==> config.mk <==
export PLATFORM = sky130hd
export DESIGN_NAME = vga_timing_gen
export DESIGN_NICKNAME = d
export VERILOG_FILES = /design/src/rtl/vga_timing_pkg.sv /design/src/rtl/clk_en_div.sv /design/src/rtl/vga_timing_gen.sv
export SDC_FILE = /design/constraint.sdc
export NUM_CORES = 1
export LEC_CHECK = 0
export BUFFER_PORTS_ARGS = -buffer_cell sky130_fd_sc_hd__buf_4
export CAP_MARGIN = 10
export CELL_PAD_IN_SITES_DETAIL_PLACEMENT = 2
export CELL_PAD_IN_SITES_GLOBAL_PLACEMENT = 2
export CORE_UTILIZATION = 36
export CTS_CLUSTER_DIAMETER = 100
export DETAILED_ROUTE_END_ITERATION = 8
export GPL_TIMING_DRIVEN = 1
export PLACE_DENSITY = 0.85
export SKIP_CTS_REPAIR_TIMING = 1
export SLEW_MARGIN = 20
export SYNTH_ARGS = -nofsm -noshare
export SYNTH_HDL_FRONTEND = slang
export SYNTH_HIERARCHICAL = 1
export SYNTH_SLANG_ARGS = --single-unit
==> constraint.sdc <==
create_clock -name clk -period 4.35 [get_ports clk]
set_clock_uncertainty 0.1 [all_clocks]
set_input_delay 0.87 -clock clk [delete_from_list [all_inputs] [get_ports clk]]
set_output_delay 0.87 -clock clk [all_outputs]
set_load 0.01 [all_outputs]
==> src/rtl/vga_timing_pkg.sv <==
`default_nettype none
// ============================================================================
// Module   : vga_timing_pkg
// Brief    : Default 640x480@60 raster constants, derived sync windows and the
//            shared 10-bit coordinate type used by the pixel generators.
// Revision : 1.0 - initial release
// ============================================================================
package vga_timing_pkg;

    localparam int H_ACTIVE = 640;
    localparam int H_FP     = 16;
    localparam int H_SYNC   = 96;
    localparam int H_BP     = 48;
    localparam int V_ACTIVE = 480;
    localparam int V_FP     = 10;
    localparam int V_SYNC   = 2;
    localparam int V_BP     = 33;

    localparam int H_TOTAL  = H_ACTIVE + H_FP + H_SYNC + H_BP;
    localparam int V_TOTAL  = V_ACTIVE + V_FP + V_SYNC + V_BP;
    localparam int HS_START = H_ACTIVE + H_FP;
    localparam int HS_END   = HS_START + H_SYNC;
    localparam int VS_START = V_ACTIVE + V_FP;
    localparam int VS_END   = VS_START + V_SYNC;

    typedef logic [9:0] coord_t;

    // Half-open window test lo <= v < hi
    function automatic logic in_span(coord_t v, coord_t lo, coord_t hi);
        return (v >= lo) && (v < hi);
    endfunction

endpackage
`default_nettype wire

==> src/rtl/clk_en_div.sv <==
`default_nettype none
// ============================================================================
// Module   : clk_en_div
// Brief    : Divides clk by CLK_DIV into a registered one-clk enable pulse.
// Revision : 1.0 - initial release
// ============================================================================
module clk_en_div #(
    parameter int CLK_DIV = 4
) (
    input  logic clk,
    input  logic reset,
    output logic p_tick
);

    localparam int c_CNT_W = (CLK_DIV > 1) ? $clog2(CLK_DIV) : 1;
    localparam logic [c_CNT_W-1:0] c_CNT_MAX = c_CNT_W'(CLK_DIV - 1);

    logic [c_CNT_W-1:0] r_div_cnt;
    logic [c_CNT_W-1:0] w_div_cnt_next;
    logic               r_p_tick;

    always_comb begin
        w_div_cnt_next = r_div_cnt + c_CNT_W'(1);
        if (r_div_cnt == c_CNT_MAX) begin
            w_div_cnt_next = '0;
        end
    end

    // Tick is registered off the next count so it is high while the count sits at its max.
    always_ff @(posedge clk or posedge reset) begin
        if (reset) begin
            r_div_cnt <= '0;
            r_p_tick  <= 1'b0;
        end else begin
            r_div_cnt <= w_div_cnt_next;
            r_p_tick  <= (w_div_cnt_next == c_CNT_MAX);
        end
    end

    assign p_tick = r_p_tick;

endmodule
`default_nettype wire

==> src/rtl/vga_timing_gen.sv <==
`default_nettype none
// ============================================================================
// Module   : vga_timing_gen
// Brief    : VGA raster timing (x/y, video_on, hsync/vsync, frame_start).
//            Define VGA_SYNC_PIPE_EN to delay hsync/vsync/video_on by one pixel.
// Revision : 1.0 - initial release
// ============================================================================
module vga_timing_gen
    import vga_timing_pkg::*;
#(
    parameter int CLK_DIV  = 4,
    parameter int H_ACTIVE = vga_timing_pkg::H_ACTIVE,
    parameter int H_FP     = vga_timing_pkg::H_FP,
    parameter int H_SYNC   = vga_timing_pkg::H_SYNC,
    parameter int H_BP     = vga_timing_pkg::H_BP,
    parameter int V_ACTIVE = vga_timing_pkg::V_ACTIVE,
    parameter int V_FP     = vga_timing_pkg::V_FP,
    parameter int V_SYNC   = vga_timing_pkg::V_SYNC,
    parameter int V_BP     = vga_timing_pkg::V_BP,
    parameter bit SYNC_POL = 1'b0
) (
    input  logic       clk,
    input  logic       reset,
    output logic       p_tick,
    output logic [9:0] x,
    output logic [9:0] y,
    output logic       video_on,
    output logic       hsync,
    output logic       vsync,
    output logic       frame_start
);

    localparam int     c_H_TOTAL  = H_ACTIVE + H_FP + H_SYNC + H_BP;
    localparam int     c_V_TOTAL  = V_ACTIVE + V_FP + V_SYNC + V_BP;
    localparam coord_t c_H_MAX    = coord_t'(c_H_TOTAL - 1);
    localparam coord_t c_V_MAX    = coord_t'(c_V_TOTAL - 1);
    localparam coord_t c_H_ACT    = coord_t'(H_ACTIVE);
    localparam coord_t c_V_ACT    = coord_t'(V_ACTIVE);
    localparam coord_t c_HS_START = coord_t'(H_ACTIVE + H_FP);
    localparam coord_t c_HS_END   = coord_t'(H_ACTIVE + H_FP + H_SYNC);
    localparam coord_t c_VS_START = coord_t'(V_ACTIVE + V_FP);
    localparam coord_t c_VS_END   = coord_t'(V_ACTIVE + V_FP + V_SYNC);

    logic   w_tick;
    coord_t r_x;
    coord_t r_y;
    coord_t w_x_next;
    coord_t w_y_next;
    logic   w_x_wrap;
    logic   w_y_wrap;
    logic   r_hsync;
    logic   r_vsync;
    logic   r_frame_start;
    logic   w_video_on;

    clk_en_div #(
        .CLK_DIV (CLK_DIV)
    ) u_clk_en_div (
        .clk    (clk),
        .reset  (reset),
        .p_tick (w_tick)
    );

    always_comb begin
        w_x_wrap = (r_x == c_H_MAX);
        w_y_wrap = (r_y == c_V_MAX);
        w_x_next = r_x;
        w_y_next = r_y;
        if (w_tick) begin
            if (w_x_wrap) begin
                w_x_next = '0;
                w_y_next = w_y_wrap ? '0 : r_y + coord_t'(1);
            end else begin
                w_x_next = r_x + coord_t'(1);
            end
        end
    end

    // Syncs decode the next count so they switch on the same edge as x/y.
    always_ff @(posedge clk or posedge reset) begin
        if (reset) begin
            r_x           <= '0;
            r_y           <= '0;
            r_hsync       <= ~SYNC_POL;
            r_vsync       <= ~SYNC_POL;
            r_frame_start <= 1'b0;
        end else begin
            r_x           <= w_x_next;
            r_y           <= w_y_next;
            r_hsync       <= in_span(w_x_next, c_HS_START, c_HS_END) ? SYNC_POL : ~SYNC_POL;
            r_vsync       <= in_span(w_y_next, c_VS_START, c_VS_END) ? SYNC_POL : ~SYNC_POL;
            r_frame_start <= w_tick & w_x_wrap & w_y_wrap;
        end
    end

    assign w_video_on = (r_x < c_H_ACT) && (r_y < c_V_ACT);

`ifdef VGA_SYNC_PIPE_EN
    logic r_hsync_d;
    logic r_vsync_d;
    logic r_video_on_d;

    // One-pixel lag so the syncs line up with a registered rgb downstream.
    always_ff @(posedge clk or posedge reset) begin
        if (reset) begin
            r_hsync_d    <= ~SYNC_POL;
            r_vsync_d    <= ~SYNC_POL;
            r_video_on_d <= 1'b0;
        end else if (w_tick) begin
            r_hsync_d    <= r_hsync;
            r_vsync_d    <= r_vsync;
            r_video_on_d <= w_video_on;
        end
    end

    assign hsync    = r_hsync_d;
    assign vsync    = r_vsync_d;
    assign video_on = r_video_on_d;
`else
    assign hsync    = r_hsync;
    assign vsync    = r_vsync;
    assign video_on = w_video_on;
`endif

    assign p_tick      = w_tick;
    assign x           = r_x;
    assign y           = r_y;
    assign frame_start = r_frame_start;

endmodule
`default_nettype wire

==> metrics.md <==
| Metric | Value |
|---|---|
| Outcome | complete, no violations |
| GRT overflow | 0 |
| CTS tree | yes |
| Starting Density | 37.6% |
| Port bufs | 26 |
| Share of the yosys chip area belonging to registers | 43.1% |
| Post-layout worst setup margin | 1.96 ns |
| Post-synthesis area per instance | 8.97 µm² |
| Syn. warnings | 6 |
| Post-Syn Area | 0.00152 mm² |
| Endpoint type of the worst setup path | flip-flop |
| P_leak | 0.780 nW |
| Worst min path class | primary input to asynchronous set/reset pin |
| CP startpoint kind | flip-flop |
| Post-route DRC | 0 |
| Worst path cell trace | inv_1, ha_1, or4b_1, or4_1, nor2b_1, o21ai_1, o21ai_1 |
| Pins Over Slew Limit | 0 |
| Crit path buffers/inverters | 1 |
| Clock buffer depth | 2 |
| Num CTS Buffers | 3 |
| Synth area leader | dfrtp_1 |
| Worst Max-Slew Pin Slew | 0.928 ns |
| Cells after synthesis | 169 |
| # setup viols final | 0 |
| Final Hold Fails | 0 |
| Placed Area | 0.00173 mm² |
| Unique masters post-synth | 44 |
| DP HPWL | 3250 µm |
| Worst EP arrival | 2.44 ns |
| Final ANT Viol Nets | 0 |
| Final GP Congestion | 0.806 |
| Synth top area share | 39.6% |
| Vias in the first global route | 1,525 |
| CP max stage delay | 0.59 ns |
| Max-cap viol count | 0 |
| Largest net degree at the start of global routing | 24 |
| Routed WL per cell | 18.2 µm |
| Design Power | 388 µW |
| Slew HR | 38.0% |
| Yosys reg bits | 26 |
| DIE AREA | 0.00448 mm² |
| Die H | 66.9 µm |
| Via Count | 1,358 |
| Main flop type after synthesis | dfrtp_1 |
| Reg clk slew, reported paths | 0.09 ns |
| Initial antenna violation count | 0 |
| Max VDD drop | 0.000197 V |
| Nets | 197 |
| Top Family by Delay on Critical Path | simple AND/OR/NAND/NOR gates |
| Worst hold margin | 0.361 ns |
| Gr usage total | 22.1% |
| Skew-Pair Late Insertion Delay | 0.27 ns |
| Starting DRT DRC Count | 31 |
| Count leader, synth | dfrtp_1 |
| Core area | 0.00403 mm² |
| CP Class | flip-flop to flip-flop |
| Leading post-synthesis cells by cell area | dfrtp_1 (40%), nand2_1 (5.2%), ha_1 (4.1%) |
| Final Core Density | 43.9% |
| Place WS | 2.00 ns |
| Asr flop ratio synth | 100% |
| RSZ-0062 raised after global routing | no |
| Post-Layout Cell Count | 238 |
| Crit-path slowest cell | or4_1 |
| Die W | 66.9 µm |
| Synth-to-Final Area Change | 16.5% |
| Drt pass-1 iters | 4 |
| Tmin final | 2.39 ns |
| Placed cell count | 235 |
| Syn nets | 176 |
| Clock root cell | clkbuf_8 |
| FMAX | 419 MHz |
| Post-synth EDFFs | 0 |
| Most frequent CP cell | o21ai_1 |
| Share of layout cells above drive strength 1 | 18.1% |
| Final setup TNS | 0 ns |
| Synth top cells by count | dfrtp_1 (24), nand2_1 (21), nor2_1 (12) |
| Clk sinks | 26 |
| Fin area | 0.00177 mm² |
| Drt total wl | 4330 µm |
| Num rows | 23 |
| Max FO, Critical Path | 7 |
| Via density | 5.71 |
| Inserted Diodes | 0 |
| Power per cell area | 219 mW/mm² |
| IO Pins | 27 |
| Period utilisation layout | 54.8% |
| First-pass GRT wire length | 7400 µm |
| Worst path required time | 4.40 ns |
| H-tree depth | 1 |
## power breakdown
part	internal (mW)	leakage [nW]	switching [mW]
clock network	0.0622	0.0216	0.0782
logic	0.000689	0.417	0.00498
registers	0.242	0.342	0
total	0.305	0.780	0.0832
## worst paths after layout
check | slack (ns) | to | start | depth (start not counted)
max reg2reg | 1.96 | y[2]$_DFF_PP0_ | y[0]$_DFF_PP0_ | 7
min reg2reg | 0.37 | u_clk_en_div/r_div_cnt[0]$_DFF_PP0_ | u_clk_en_div/r_div_cnt[0]$_DFF_PP0_ | 1
max in group asynchronous | 2.88 | x[0]$_DFF_PP0_ | reset | 2
max | 1.96 | y[2]$_DFF_PP0_ | y[0]$_DFF_PP0_ | 7
min | 0.36 | u_clk_en_div/r_div_cnt[1]$_DFF_PP0_ | reset | 2
min in group clk | 0.37 | u_clk_en_div/r_div_cnt[0]$_DFF_PP0_ | u_clk_en_div/r_div_cnt[0]$_DFF_PP0_ | 1
## worst reg2reg max path, cell delays in order, from the launching register on
cell and delay, ns:
dfrtp_1 0.43, inv_1 0.12, ha_1 0.15, or4b_1 0.47
or4_1 0.59, nor2b_1 0.22, o21ai_1 0.12, o21ai_1 0.09
## cells by family after synthesis
group	count (synthesis)	synth area share (%)
flip-flops	26	43.1
XOR/XNOR	9	5.20
AO/OA/AOI/OAI	29	12.5
multiplexers	3	2.06
AND/OR/NAND/NOR	78	27.6
buffers and inverters	19	5.45
adder cells (fa/ha/maj)	5	4.13
## metal layers
metal  global-route usage [%]  up-vias  part of all wire, %
met5                        0        -                    0
met4                     5.85        0                  1.0
met3                     3.94        6                  3.2
met2                     39.9       27                   52
met1                     26.5      690                   44
li1                         -      635                    -
## sequential cells by signal, summed over array words and instances, names as in the netlist
| signal | cells |
|---|---|
| u_clk_en_div/r_div_cnt | 2 |
| y | 10 |
| vsync | 1 |
| u_clk_en_div/p_tick | 1 |
| frame_start | 1 |
| hsync | 1 |
| x | 10 |
## final cells by class
| class | instances | area [µm²] |
|---|---|---|
| inverters | 9 | 33.8 |
| multi-input cells | 124 | 781 |
| flip-flops and latches | 26 | 653 |
| clock buffers | 3 | 41.3 |
| well taps | 50 | 62.6 |
| repair buffers | 26 | 195 |
| fillers | 452 | 2260 |
## layout by cell type, fill, tap and decap left out, drive strengths merged, types with 3 or more instances in the layout
cell and instances:
nor3 3, xor2 3, o21a 5, nor2b 3
nor2 12, nand3 8, xnor2 6, clkbuf 3
o21ai 11, inv 9, or2 3, and4 3
dfrtp 24, nand2 21, buf 26, and3 5
nand4 7, ha 5
(Power assumes the default switching activity.)
